`src/rtl/fetch_sequencer.sv`:
```
// Program-counter owner for a word-indexed, combinational-read instruction memory:
// streams a program in (LOAD), then fetches into a registered decode slot (RUN) until a stop.
module fetch_sequencer #(
    parameter int          DEPTH    = 64,
    parameter int          AW       = 6,
    parameter logic [31:0] RESET_PC = 32'h0
) (
    input  logic          clk,
    input  logic          rst_n,
    input  logic          start,
    input  logic          load_en,
    input  logic          load_valid,
    input  logic [31:0]   load_data,
    output logic          load_ready,
    output logic          imem_we,
    output logic [AW-1:0] imem_waddr,
    output logic [31:0]   imem_wdata,
    output logic [AW-1:0] imem_addr,
    input  logic [31:0]   imem_rdata,
    input  logic          redirect_valid,
    input  logic [31:0]   redirect_pc,
    output logic          if_valid,
    input  logic          if_ready,
    output logic [31:0]   if_instr,
    output logic [31:0]   if_pc,
    output logic          halted,
    output logic [AW:0]   load_count
);

    typedef enum logic [1:0] {
        S_IDLE = 2'd0,
        S_LOAD = 2'd1,
        S_RUN  = 2'd2,
        S_HALT = 2'd3
    } state_t;

    localparam logic [AW-1:0] LAST_PTR = AW'(DEPTH - 1);
    localparam logic [29:0]   DEPTH_W  = 30'(DEPTH);

    state_t        state;
    state_t        state_next;
    logic [31:0]   pc;
    logic [AW-1:0] load_ptr;

    logic slot_free;
    logic beyond;
    logic begin_load;
    logic begin_run;
    logic take_redirect;
    logic fill;
    logic halt_hit;

    // Slot handshake: a word moves to decode on a rising edge where if_valid && if_ready;
    // while if_valid is high and if_ready low, if_instr/if_pc must not change.
    assign slot_free  = !if_valid || if_ready;
    assign beyond     = pc[31:2] >= DEPTH_W;
    assign imem_addr  = pc[AW+1:2];
    assign imem_waddr = load_ptr;
    assign imem_wdata = load_data;
    assign halted     = (state == S_HALT);

    always_ff @(posedge clk or negedge rst_n) begin
        if (!rst_n) begin
            state <= S_IDLE;
        end else begin
            state <= state_next;
        end
    end

    always_comb begin
        state_next    = state;
        load_ready    = 1'b0;
        imem_we       = 1'b0;
        begin_load    = 1'b0;
        begin_run     = 1'b0;
        take_redirect = 1'b0;
        fill          = 1'b0;
        halt_hit      = 1'b0;
        case (state)
            S_IDLE, S_HALT: begin
                if (load_en) begin
                    state_next = S_LOAD;
                    begin_load = 1'b1;
                end else if (start) begin
                    state_next = S_RUN;
                    begin_run  = 1'b1;
                end
            end
            S_LOAD: begin
                load_ready = 1'b1;
                imem_we    = load_valid;
                // Filling the last word ends the load; the pointer never wraps onto word 0.
                if ((load_valid && load_ptr == LAST_PTR) || !load_en) begin
                    state_next = S_IDLE;
                end
            end
            S_RUN: begin
                if (redirect_valid) begin
                    take_redirect = 1'b1;
                end else if (slot_free) begin
                    if (beyond || imem_rdata == 32'h0) begin
                        halt_hit   = 1'b1;
                        state_next = S_HALT;
                    end else begin
                        fill = 1'b1;
                    end
                end
            end
            default: state_next = S_IDLE;
        endcase
    end

    always_ff @(posedge clk or negedge rst_n) begin
        if (!rst_n) begin
            pc         <= RESET_PC;
            load_ptr   <= '0;
            load_count <= '0;
            if_valid   <= 1'b0;
            if_instr   <= 32'h0;
            if_pc      <= 32'h0;
        end else begin
            if (begin_load) begin
                load_ptr   <= '0;
                load_count <= '0;
            end else if (imem_we) begin
                load_ptr   <= load_ptr + AW'(1);
                load_count <= load_count + (AW+1)'(1);
            end

            if (begin_run) begin
                pc       <= RESET_PC;
                if_valid <= 1'b0;
            end else if (take_redirect) begin
                pc       <= {redirect_pc[31:2], 2'b00};
                if_valid <= 1'b0;
            end else if (fill) begin
                if_valid <= 1'b1;
                if_instr <= imem_rdata;
                if_pc    <= pc;
                pc       <= pc + 32'd4;
            end else if (halt_hit) begin
                if_valid <= 1'b0;
            end else if (state == S_HALT && if_ready) begin
                if_valid <= 1'b0;
            end
        end
    end

endmodule

```
`config.mk`:
```
export PLATFORM = sky130hd
export DESIGN_NAME = fetch_sequencer
export DESIGN_NICKNAME = d
export VERILOG_FILES = /design/src/rtl/fetch_sequencer.sv
export SDC_FILE = /design/constraint.sdc
export NUM_CORES = 1
export LEC_CHECK = 0
export CAP_MARGIN = 20
export CELL_PAD_IN_SITES_DETAIL_PLACEMENT = 0
export CELL_PAD_IN_SITES_GLOBAL_PLACEMENT = 1
export CORE_MARGIN = 5
export CORE_UTILIZATION = 32
export DETAILED_ROUTE_END_ITERATION = 6
export GPL_TIMING_DRIVEN = 0
export PLACE_DENSITY = 0.91
export SLEW_MARGIN = 20
export SYNTH_ARGS = -nofsm -noshare
export SYNTH_HDL_FRONTEND = slang
export SYNTH_SLANG_ARGS = --single-unit
```
`constraint.sdc`:
```
create_clock -name clk -period 2.52 [get_ports clk]
set_input_delay 0.252 -clock clk [delete_from_list [all_inputs] [get_ports clk]]
set_output_delay 0.252 -clock clk [all_outputs]
set_load 0.1 [all_outputs]
```
Word-level counts from Yosys, hierarchy flattened
Cells that the tools add are included.

Word-level logic and storage cells: 73. Output and inout bits: 119. Register bits after elaboration: 112.

Multiplexer cells: 36. Order comparisons: 1. Reduce and logical (&&, ||, !) cells: 15. Eq/ne operators: 9. $add $sub $neg: 3. Bitwise logic cells: 2.

Operators by type and width (number): 32-bit two-way mux (3); 32-bit by 3-bit adder with 32-bit output (second input constant) (1); 32-bit zero test (1); 30-bit by 7-bit greater-or-equal comparator with 1-bit output (second input constant) (1); 1-bit two-way mux (22); 7-bit two-way mux (2); 2-bit two-way mux (6); 6-bit two-way mux (2); 2-bit inequality test (second input constant) (4); 7-bit by 1-bit adder with 7-bit output (second input constant) (1); 6-bit by 1-bit adder with 6-bit output (second input constant) (1); 6-bit == test (second input constant) (1); 2-bit one-hot mux with 3 select lines (1); 5-bit AND reduction (1); 5-bit nonzero test (1); 2-bit == test (second input constant) (2); 1-bit logical OR (3); 3-bit inequality test (second input constant) (1); 3-bit AND reduction (1); 3-bit nonzero test (1); 2-bit by 1-bit == test with 1-bit output (second input constant) (1); 1-bit logical AND (2); 1-bit zero test (2); 2-bit zero test (1); other kinds (3) (4).

Logic depth before layout (Yosys ltp)
Gate-level depths: netlist (run 1).

Word-level depth: 10. Gate-level depth with buffers: 9. Gate-level depth less buffers: 8.

Worst setup path before layout (run 1)
OpenSTA, ideal clock, no wires.

Path kind: flip-flop to flip-flop. Start point: register state[1]. End point: register load_ptr[5], in the netlist imem_waddr[5]. Library setup time: 77 ps. Data required time: 2443 ps. Buffers on the path: 0. Slack: -307 ps. Stages on the path, launching flop included: 8. Data arrival time: 2750 ps. Cells stage by stage: dfrtp_1 > inv_1 > ha_1 > nand2_1 > inv_2 > nand4_1 > or3_1 > a21oi_1.

Elaborated cells on any way between the ends: 8. Classes of those cells: 2 x eq/ne; 3 x mux; 3 x reduce/logical.

RTL lines: start, declared (RTL line 40) `state_t state;`; start signal, assigned (RTL line 66) `state <= state_next;`; 2-bit by 1-bit == test with 1-bit output (RTL line 79) `case (state)`; 1-bit two-way mux (RTL line 79); via imem_we (RTL line 15) `output logic imem_we,`; 2-bit nonzero test (no source line); end signal, assigned (RTL line 126) `load_ptr <= load_ptr + AW'(1);`; end, declared (RTL line 43) `logic [AW-1:0] load_ptr;`.

The timed path passes the listed nets, and every way through them passes these cells. A chain may end at the register's enable or synchronous reset.

Worst setup path after layout (run 1)
Start point: register pc[2]. End point: output imem_addr[0].

RTL lines: start, declared (RTL line 42) `logic [31:0] pc;`; start signal, assigned (RTL line 134) `pc <= {redirect_pc[31:2], 2'b00};`; start signal, assigned (RTL line 140) `pc <= pc + 32'd4;`; end, declared (RTL line 18) `output logic [AW-1:0] imem_addr,`.

No word-level cell between the ends.

==> results_dict.tcl, run 1 <==
set metrics [dict create \
    synth_common_cells "dfrtp_1 (108), nand2_1 (63), buf_4 (40)" \
    worst_pin_slew_ps 1020 \
    synth_compound_area_share_pct 6.39 \
    synthAdderAreaFrac_pct 1.75 \
    instances_no_fill 852 \
    synth_edf_count 0 \
    coreArea_um2 15300 \
    grt-ovfl-total 0 \
    cts.sinks 108 \
    finalMaxSlewViolations 0 \
    nets 746 \
    ys_top_cells_by_area "dfrtp_1 (54%), mux2_4 (9.0%), buf_4 (6.0%)" \
    cts_tree "built" \
    synth_top_area_share_pct 53.9 \
    die_w_um 135 \
    syn-cell-area_um2 5010 \
    muxShareOfSynthArea_pct 11.2 \
    power-per-cell-area_nw_per_um2 1000 \
    max_cap_violations 0 \
    finClkSkew_ps 8.13 \
    hold_class "in2async" \
    synth_xor_area_share_pct 1.92 \
    place_inst 832 \
    ant_nets 0 \
    ir_worst_vdd_v 0.000557 \
    path_clk_slew_ps 80 \
    synth_seq_cells 108 \
    synth_top_family_by_area "simple AND/OR/NAND/NOR gates" \
    cts_root_buf "clkbuf_16" \
    cp.arrival_ps 2160 \
    drt_first_pass_iters 4 \
    drive_above_1_share_pct 17.8 \
    vias 3857 \
    wl_per_cell_um 16.0 \
    async_flop_share_pct 100 \
    h-tree-depth 3 \
    clkLatencyLatePin_ps 350 \
    clockBufferDepth 2 \
    vias_per_cell 4.53 \
    postSynthCellCount 434 \
    die_area_um2 18300 \
    status "finished clean" \
    slowest_stage "clkdlybuf4s50_1" \
    slowest_delay_ps 1140 \
    die_y_um 135 \
    cp-startpoint "pc[2]" \
    yosysUniqueCellTypes 44 \
    synth-main-ff-cell "dfrtp_1" \
    yosysTopAreaCell "dfrtp_1" \
    synth-seq-area-share_pct 53.9 \
    start_util_pct 32.8 \
    grt_usage_pct 14.8 \
    first_iter_violations 125 \
    num_io_pins 222 \
    cpLargestDelayFamily "buffers and inverters" \
    wl_mm 13.6 \
    fillers 1385 \
    cp_max_fo 7 \
    synthSimpleGateAreaFrac_pct 15.3 \
    critPathLaunchType "flop" \
    grt_pass1_vias 4121 \
    post-route-util_pct 49.3 \
    slew_headroom_pct 31.5 \
    setup_viol 0 \
    r2r-start "pc[22]" \
    endpoint_kind "output port" \
    diodes 0 \
    yosysWarnings 0 \
    drc_errors 0 \
    crit_required_ps 2270 \
    port_buffers 185 \
    cts_buffers 9 \
    grt_pass1_wl_mm 21.6 \
    place_congestion 0.784 \
    period_minus_slack_ps 2410 \
    p_leak_nw 3.33 \
    synthToLayoutAreaGrowth_pct 50.2 \
    rows 45 \
    syn_avg_cell_area_um2 11.5 \
    hold_viol 0 \
    crit_chain "buf_4, clkdlybuf4s50_1" \
    worstSetupPathType "reg2out" \
    min_period_over_period_pct 95.7 \
    grt_start_max_net_pins 63 \
    synth.most_common_cell "dfrtp_1" \
    antenna_found_initial 0 \
    fmax_ghz 0.415 \
    dpl.hpwl_mm 10.6 \
    cp_num_buf_inv 2 \
]
path summary, 6_finish.rpt:
path | end | slack, ps | cells past startpoint
max reg2reg | if_instr[4] | 120 | 7
max in group asynchronous | pc[8] | 1470 | 3
min reg2reg | if_pc[2] | 490 | 1
min in group clk | pc[17] | 440 | 3
min | if_instr[10] | 390 | 2
max | imem_addr[0] | 110 | 2
cells by family (layout without fill, tap and decap cells):
kind of cell,Yosys count,in the layout
AO/OA/AOI/OAI,52,52
XOR/XNOR,11,11
adder cells (fa/ha/maj),7,7
buffers and inverters,65,271
flip-flops,108,108
multiplexers,40,40
other,1,2
AND/OR/NAND/NOR,150,150
flip-flops by register name, indices dropped and copies added (netlist names):
| name | count |
|---|---|
| pc | 30 |
| if_valid | 1 |
| imem_waddr | 6 |
| if_pc | 30 |
| if_instr | 32 |
| state | 2 |
| load_count | 7 |
report_power, final:
group	leakage, nW	internal (mW)	switching (mW)	total [mW]
Sequential	1.43	2.09	0.302	2.39
Combinational	1.76	1.13	2.61	3.75
Clock	0.143	0.719	0.682	1.40
final cells by class:
type | count | area (µm²) | area share [%]
Multi-Input combinational cell | 262 | 1880 | 24.9
Inverter | 7 | 26.3 | 0.349
Buffer | 58 | 447 | 5.93
Tap cell | 211 | 264 | 3.51
Timing Repair Buffer | 190 | 1920 | 25.5
Sequential cell | 108 | 2700 | 35.9
Clock buffer | 10 | 239 | 3.17
Clock inverter | 6 | 56.3 | 0.748
stage by stage:
step / setup TNS [ps] / worst slack (ps) / power [mW] / hold slack (ps) / cell area [µm²]
after floorplan: 0 / 48.9 / 5.14 / -43.6 / 5020
after global placement: -299280 / -2770 / 6.03 / 468 / 7130
after detailed placement: -1870 / -68.8 / 6.10 / 212 / 7160
after CTS: 0 / 18.6 / 7.55 / 395 / 7470
after global routing: -33.9 / -12.8 / 7.92 / 434 / 7530
final: 0 / 108 / 7.54 / 393 / 7530
timing repair:
item / CTS / global route
buffers inserted: 0 / 3
hold buffers: 1 / 0
pin swaps: 0 / 1
gates resized for setup: 4 / 6
endpoints found under the hold margin: 46 / 0
endpoints found under the setup margin: 37 / 37
placed cells by master, fill, tap and decap left out, types with 3 or more instances in the layout:
master           instances
a31oi_1                  3
nand2_1                 63
clkbuf_16                9
mux2_1                   6
nor4_2                   4
and2_1                   3
nor3_1                   6
buf_12                   4
ha_1                     5
nor2_1                  17
and4_1                   4
dfrtp_1                108
clkdlybuf4s50_1        182
xnor2_1                  5
nand3_1                  4
mux2_4                  30
inv_1                    6
buf_4                   43
o21ai_0                 11
nand4_1                  4
nor4_1                   9
a21oi_1                 29
xor2_1                   6
nor2b_1                 24
clkbuf_1                10
routing by layer:
metal | wire length (µm) | global-route usage (%) | vias up
li1 | - | - | 1829
met1 | 5690 | 18.1 | 1857
met2 | 6730 | 25.6 | 154
met3 | 1010 | 4.42 | 17
met4 | 185 | 4.09 | 0
met5 | 0 | 0 | -
(Power assumes the default switching activity.)
==> inputs of run 2 (changes only) <==
--- a/config.mk
+++ b/config.mk
@@ -5,14 +5,15 @@
 export SDC_FILE = /design/constraint.sdc
 export NUM_CORES = 1
 export LEC_CHECK = 0
+export ABC_AREA = 1
 export CAP_MARGIN = 20
 export CELL_PAD_IN_SITES_DETAIL_PLACEMENT = 0
 export CELL_PAD_IN_SITES_GLOBAL_PLACEMENT = 1
 export CORE_MARGIN = 5
-export CORE_UTILIZATION = 32
+export CORE_UTILIZATION = 31
 export DETAILED_ROUTE_END_ITERATION = 6
 export GPL_TIMING_DRIVEN = 0
-export PLACE_DENSITY = 0.91
+export PLACE_DENSITY = 0.9
 export SLEW_MARGIN = 20
 export SYNTH_ARGS = -nofsm -noshare
 export SYNTH_HDL_FRONTEND = slang
==> results_dict.tcl, run 2 <==
set metrics [dict create \
    hold_class "in2async" \
    synth-main-ff-cell "dfrtp_1" \
    vias_per_cell 4.36 \
    vias 5841 \
    die_y_um 150 \
    muxShareOfSynthArea_pct 0 \
    internal_power_mw 4.30 \
    finalMaxSlewViolations 0 \
    ant_nets 0 \
    clkLatencyLatePin_ps 360 \
    r2r-start "state[0]" \
    grt_pass1_wl_mm 29.0 \
    yosysUniqueCellTypes 32 \
    port_buffers 185 \
    crit_required_ps 2270 \
    rr_endpoint "if_instr[10]" \
    synth_xor_area_share_pct 0.861 \
    period_minus_slack_ps 2460 \
    nets 1179 \
    drive_above_1_share_pct 7.45 \
    p_seq_share_pct 28.6 \
    finClkSkew_ps 11.5 \
    placed_area_um2 8320 \
    grt_usage_pct 16.2 \
    dpl.hpwl_mm 14.5 \
    ys_top_cells_by_area "dfrtp_1 (44%), nand2_1 (24%), nor2_1 (6.1%)" \
    worst_pin_slew_ps 1020 \
    hold_slack_ps 461 \
    rsz0062_at_grt "no" \
    ff2ff_path_depth 8 \
    instances_no_fill 1339 \
    crit_chain "inv_1, ha_2, clkdlybuf4s50_1" \
    combPwrFrac_pct 56.7 \
    layout_commonest_cell "nand2_1" \
    cp_max_fo 3 \
    cts.sinks 108 \
    synth-seq-area-share_pct 44.3 \
    cp.arrival_ps 2200 \
    first_iter_violations 316 \
    max_cap_violations 0 \
    wl_mm 18.5 \
    drc_errors 0 \
    top_regs "if_instr x32, if_pc x30, pc x30" \
    synth.most_common_cell "nand2_1" \
    drt_first_pass_iters 7 \
    r2r_slack_ps 170 \
    p_switching_mw 5.06 \
    slowest_delay_ps 1150 \
    synth_common_cells "nand2_1 (396), dfrtp_1 (108), nor2_1 (100)" \
    fmax_ghz 0.407 \
    yosysTopAreaCell "dfrtp_1" \
    start_util_pct 31.5 \
    ir_worst_vdd_v 0.000392 \
    final_area_um2 8610 \
    num_io_pins 222 \
    rows 51 \
    synth_compound_area_share_pct 3.77 \
    post-route-util_pct 44.4 \
    cp-startpoint "state[1]" \
    cts_root_buf "clkbuf_16" \
    grt_pass1_vias 5612 \
    synthAdderAreaFrac_pct 1.43 \
    synthSimpleGateAreaFrac_pct 36.9 \
    path_clk_slew_ps 70 \
    cp_num_cells 3 \
    syn-cell-area_um2 6100 \
    synth_seq_cells 108 \
    worstSetupPathType "reg2out" \
    syn_avg_cell_area_um2 7.02 \
    slew_headroom_pct 32.0 \
    slowest_stage "clkdlybuf4s50_1" \
    yosysWarnings 0 \
    place_congestion 0.900 \
    die_area_um2 22600 \
    min_period_over_period_pct 97.5 \
    die_w_um 150 \
    coreArea_um2 19400 \
    clockBufferDepth 2 \
    synth_edf_count 0 \
    async_flop_share_pct 100 \
    cts_tree "built" \
    setup.worst_path.end "load_ready" \
    wl_per_cell_um 13.8 \
    grt_start_max_net_pins 63 \
    cp_num_buf_inv 2 \
    synth_top_family_by_area "simple AND/OR/NAND/NOR gates" \
    antenna_found_initial 0 \
    preCtsSetupSlack_ps 34.5 \
    diodes 0 \
    power-per-cell-area_nw_per_um2 1090 \
    critPathLaunchType "flop" \
    h-tree-depth 3 \
    cts_buffers 9 \
    endpoint_kind "output port" \
    synthToLayoutAreaGrowth_pct 41.0 \
    largest_reg_flops 32 \
    setup_viol 0 \
    hold_viol 0 \
    postSynthCellCount 870 \
    swShare_pct 54.1 \
    final_cell_mix "nand2_1 (396), clkdlybuf4s50_1 (183), dfrtp_1 (108), nor2_1 (100), inv_1 (73)" \
    status "finished clean" \
    clkPwrFrac_pct 14.7 \
    top_register "if_instr" \
    place_inst 1322 \
    p_leak_nw 4.24 \
    synth_top_area_share_pct 44.3 \
    cpLargestDelayFamily "buffers and inverters" \
    grt-ovfl-total 0 \
    fin_ws_ps 63.7 \
]
## run 2: cell count changes after synthesis, sizes merged, moves of 4 or more
cell	change
nand2	+334
nor2	+85
inv	+67
xnor2	-4
nor2b	-24
nor4	-13
o21ai	+13
a21oi	-16
buf	+8
and2	-4
and4	-4
nand3	+46
mux2	-38
## run 2: how the worst min path moves through the flow
| stage | cells past startpoint | to | slack (ps) |
|---|---|---|---|
| 2_1_floorplan | 0 | if_instr[0] | -40 |
| 3_3_place_gp | 2 | if_pc[15] | 450 |
| 3_5_place_dp | 1 | if_pc[10] | 300 |
| 4_1_cts | 3 | if_instr[17] | 440 |
| 5_1_grt | 3 | if_instr[0] | 470 |
| 6_report | 2 | if_pc[26] | 460 |
## run 2: power by group through the flow
stage          logic (mW)  registers [mW]  clock network, mW
2_1_floorplan        2.35            4.28                  0
3_3_place_gp         5.29            2.69                  0
3_5_place_dp         5.34            2.70                  0
4_1_cts              5.35            2.67               1.43
5_1_grt              5.70            2.75               1.49
6_report             5.30            2.67               1.38
## run 2: timing repair
| action | CTS | global route |
|---|---|---|
| setup endpoints to repair | 1 | 1 |
| hold buffers | 1 | 0 |
| hold endpoints to repair | 61 | 0 |
| gates resized for setup | 1 | 2 |
| cloned | 0 | 0 |
| buffers inserted | 0 | 0 |
| pin swaps | 0 | 0 |
## run 2: cell families after synthesis
logic type	Yosys count
buffers and inverters	140
AND/OR/NAND/NOR	564
XOR/XNOR	6
other	1
adder cells (fa/ha/maj)	7
flip-flops	108
AO/OA/AOI/OAI	44
## run 2: per-stage QoR
stage	TNS (ps)	power [mW]
6_report	0	9.35
5_1_grt	0	9.94
4_1_cts	0	9.45
3_5_place_dp	0	8.04
3_3_place_gp	-352090	7.97
2_1_floorplan	0	6.63
## run 2: metal layers
layer / vias up / wire, µm / GRT usage, %
met3: 14 / 1350 / 3.52
met2: 165 / 8580 / 26.4
met4: 0 / 214 / 4.67
met1: 2641 / 8340 / 21.6
met5: - / 0 / 0
li1: 3021 / - / -
## run 2: final cells by class
class / instances / area (µm²)
Buffer: 63 / 483
Clock inverter: 5 / 45.0
Multi-Input combinational cell: 623 / 2630
Timing Repair Buffer: 187 / 1890
Sequential cell: 108 / 2700
Fill cell: 1999 / 10800
Inverter: 77 / 293
Clock buffer: 11 / 233
Tap cell: 265 / 332
## run 2: worst reg2reg max path, cell delays in order, from the launching register on
cell and delay, ps:
dfrtp_1 410, inv_1 70, ha_1 340, nand3_1 390
clkinv_1 470, nor2_8 300, buf_6 170, nand2_1 80
nand2_1 60
==> inputs of run 3 (changes only) <==
==> constraint.sdc (replaced) <==
create_clock -name clk -period 2.4 [get_ports clk]
set_input_delay 0.24 -clock clk [delete_from_list [all_inputs] [get_ports clk]]
set_output_delay 0.24 -clock clk [all_outputs]
set_load 0.1 [all_outputs]
==> results_dict.tcl, run 3 (synthesis gave the netlist of run 2 again) <==
set metrics [dict create \
    grt_pass1_wl_mm 29.3 \
    endpoint_kind "output port" \
    num_io_pins 222 \
    hold_slack_ps 427 \
    hold_class "in2async" \
    drive_above_1_share_pct 8.10 \
    slowest_stage "clkdlybuf4s50_1" \
    combPwrFrac_pct 56.4 \
    fin_ws_ps 81.6 \
    coreArea_um2 19400 \
    status "finished clean" \
    port_buffers 185 \
    period_minus_slack_ps 2320 \
    first_iter_violations 358 \
    min_period_over_period_pct 96.6 \
    layout_commonest_cell "nand2_1" \
    post-route-util_pct 44.5 \
    cp_num_buf_inv 2 \
    grt_start_max_net_pins 57 \
    p_leak_nw 4.28 \
    top_regs "if_instr x32, if_pc x30, pc x30" \
    fmax_ghz 0.431 \
    ant_nets 0 \
    die_w_um 150 \
    dpl.hpwl_mm 14.5 \
    internal_power_mw 4.50 \
    path_clk_slew_ps 80 \
    rows 51 \
    final_area_um2 8640 \
    cts_root_buf "clkbuf_16" \
    swShare_pct 54.3 \
    clkLatencyLatePin_ps 360 \
    diodes 0 \
    cpLargestDelayFamily "buffers and inverters" \
    placed_area_um2 8330 \
    ir_worst_vdd_v 0.000406 \
    power-per-cell-area_nw_per_um2 1140 \
    top_register "if_instr" \
    cp_max_fo 6 \
    hold_viol 0 \
    grt_usage_pct 16.2 \
    clockBufferDepth 2 \
    drc_errors 0 \
    setup_viol 0 \
    cp_num_cells 2 \
    grt-ovfl-total 0 \
    vias 5906 \
    largest_reg_flops 32 \
    worst_pin_slew_ps 1020 \
    p_seq_share_pct 28.5 \
    slew_headroom_pct 31.7 \
    regArea_um2 2700 \
    grt_pass1_vias 5613 \
    cts_buffers 9 \
    critPathLaunchType "flop" \
    vias_per_cell 4.41 \
    nets 1179 \
    drt_first_pass_iters 5 \
    wl_mm 18.6 \
    die_area_um2 22600 \
    p_switching_mw 5.36 \
    cp.arrival_ps 2080 \
    clkPwrFrac_pct 15.1 \
    synthToLayoutAreaGrowth_pct 41.6 \
    ff2ff_path_depth 12 \
    h-tree-depth 3 \
    wl_per_cell_um 13.9 \
    rsz0062_at_grt "no" \
    finClkSkew_ps 10.9 \
    die_y_um 150 \
    preCtsSetupSlack_ps -77.4 \
    max_cap_violations 0 \
    multi_input_area_um2 2650 \
    slowest_delay_ps 1130 \
    fillers 2027 \
    crit_chain "buf_4, clkdlybuf4s50_1" \
    start_util_pct 31.5 \
    antenna_found_initial 0 \
    cts_tree "built" \
    r2r_slack_ps 250 \
    crit_required_ps 2160 \
    worstSetupPathType "reg2out" \
    final_cell_mix "nand2_1 (395), clkdlybuf4s50_1 (178), dfrtp_1 (108), nor2_1 (100), inv_1 (73)" \
    finalMaxSlewViolations 0 \
    cts.sinks 108 \
    total_power_mw 9.87 \
    place_congestion 0.906 \
]
-- run 3: changes by cell type in the layout (fill, tap and decap cells not counted), sizes merged --
cell and change:
inv +1, clkinvlp +2, clkdlybuf4s50 -5, dlygate4sd2 +4, dlymetal6s2s +1, clkbuf -2, buf -1, clkinv -1
clkdlybuf4s15 +1
-- run 3: worst paths after layout --
kind,startpoint,to
max,pc[6],imem_addr[4]
min,rst_n,if_pc[6]
max reg2reg,pc[2],pc[26]
min reg2reg,if_pc[22],if_pc[22]
max in group asynchronous,rst_n,if_pc[4]
min in group clk,imem_rdata[17],if_instr[17]
-- run 3: final cells by class --
| cell class | instances | area share, % |
|---|---|---|
| buffer | 63 | 5.60 |
| clock buffer | 9 | 2.61 |
| clock inverter | 7 | 0.666 |
| inverter | 77 | 3.47 |
| multi-input combinational | 623 | 30.7 |
| sequential | 108 | 31.3 |
| tap | 265 | 3.84 |
| timing repair buffer | 187 | 21.9 |
-- run 3: routing by layer --
| metal | vias to the layer above | wire length, µm | global-route usage [%] |
|---|---|---|---|
| met3 | 9 | 1360 | 3.58 |
| li1 | 3017 | - | - |
| met5 | - | 0 | 0 |
| met2 | 170 | 8760 | 26.6 |
| met1 | 2710 | 8290 | 21.7 |
| met4 | 0 | 170 | 3.80 |
-- run 3: metrics by stage --
stage | std cells | setup TNS [ps]
2_1_floorplan | 871 | 0
3_3_place_gp | 1321 | -352010
3_5_place_dp | 1322 | -77.4
4_1_cts | 1339 | 0
5_1_grt | 1339 | 0
6_report | 1339 | 0
-- run 3: power groups by stage --
stage / combinational (mW) / clock (mW) / sequential (mW)
after global placement: 5.55 / 0 / 2.83
after detailed placement: 5.61 / 0 / 2.84
after floorplan: 2.48 / 0 / 4.50
final: 5.57 / 1.49 / 2.81
after CTS: 5.59 / 1.52 / 2.81
after global routing: 5.97 / 1.59 / 2.89
-- run 3: repair_timing --
action                                  CTS  global route
resized for setup                         7             6
hold buffers                              1             0
setup buffers                             0             0
pin swaps                                 0             0
hold endpoints to repair                 55             0
endpoints found under the setup margin    5            45
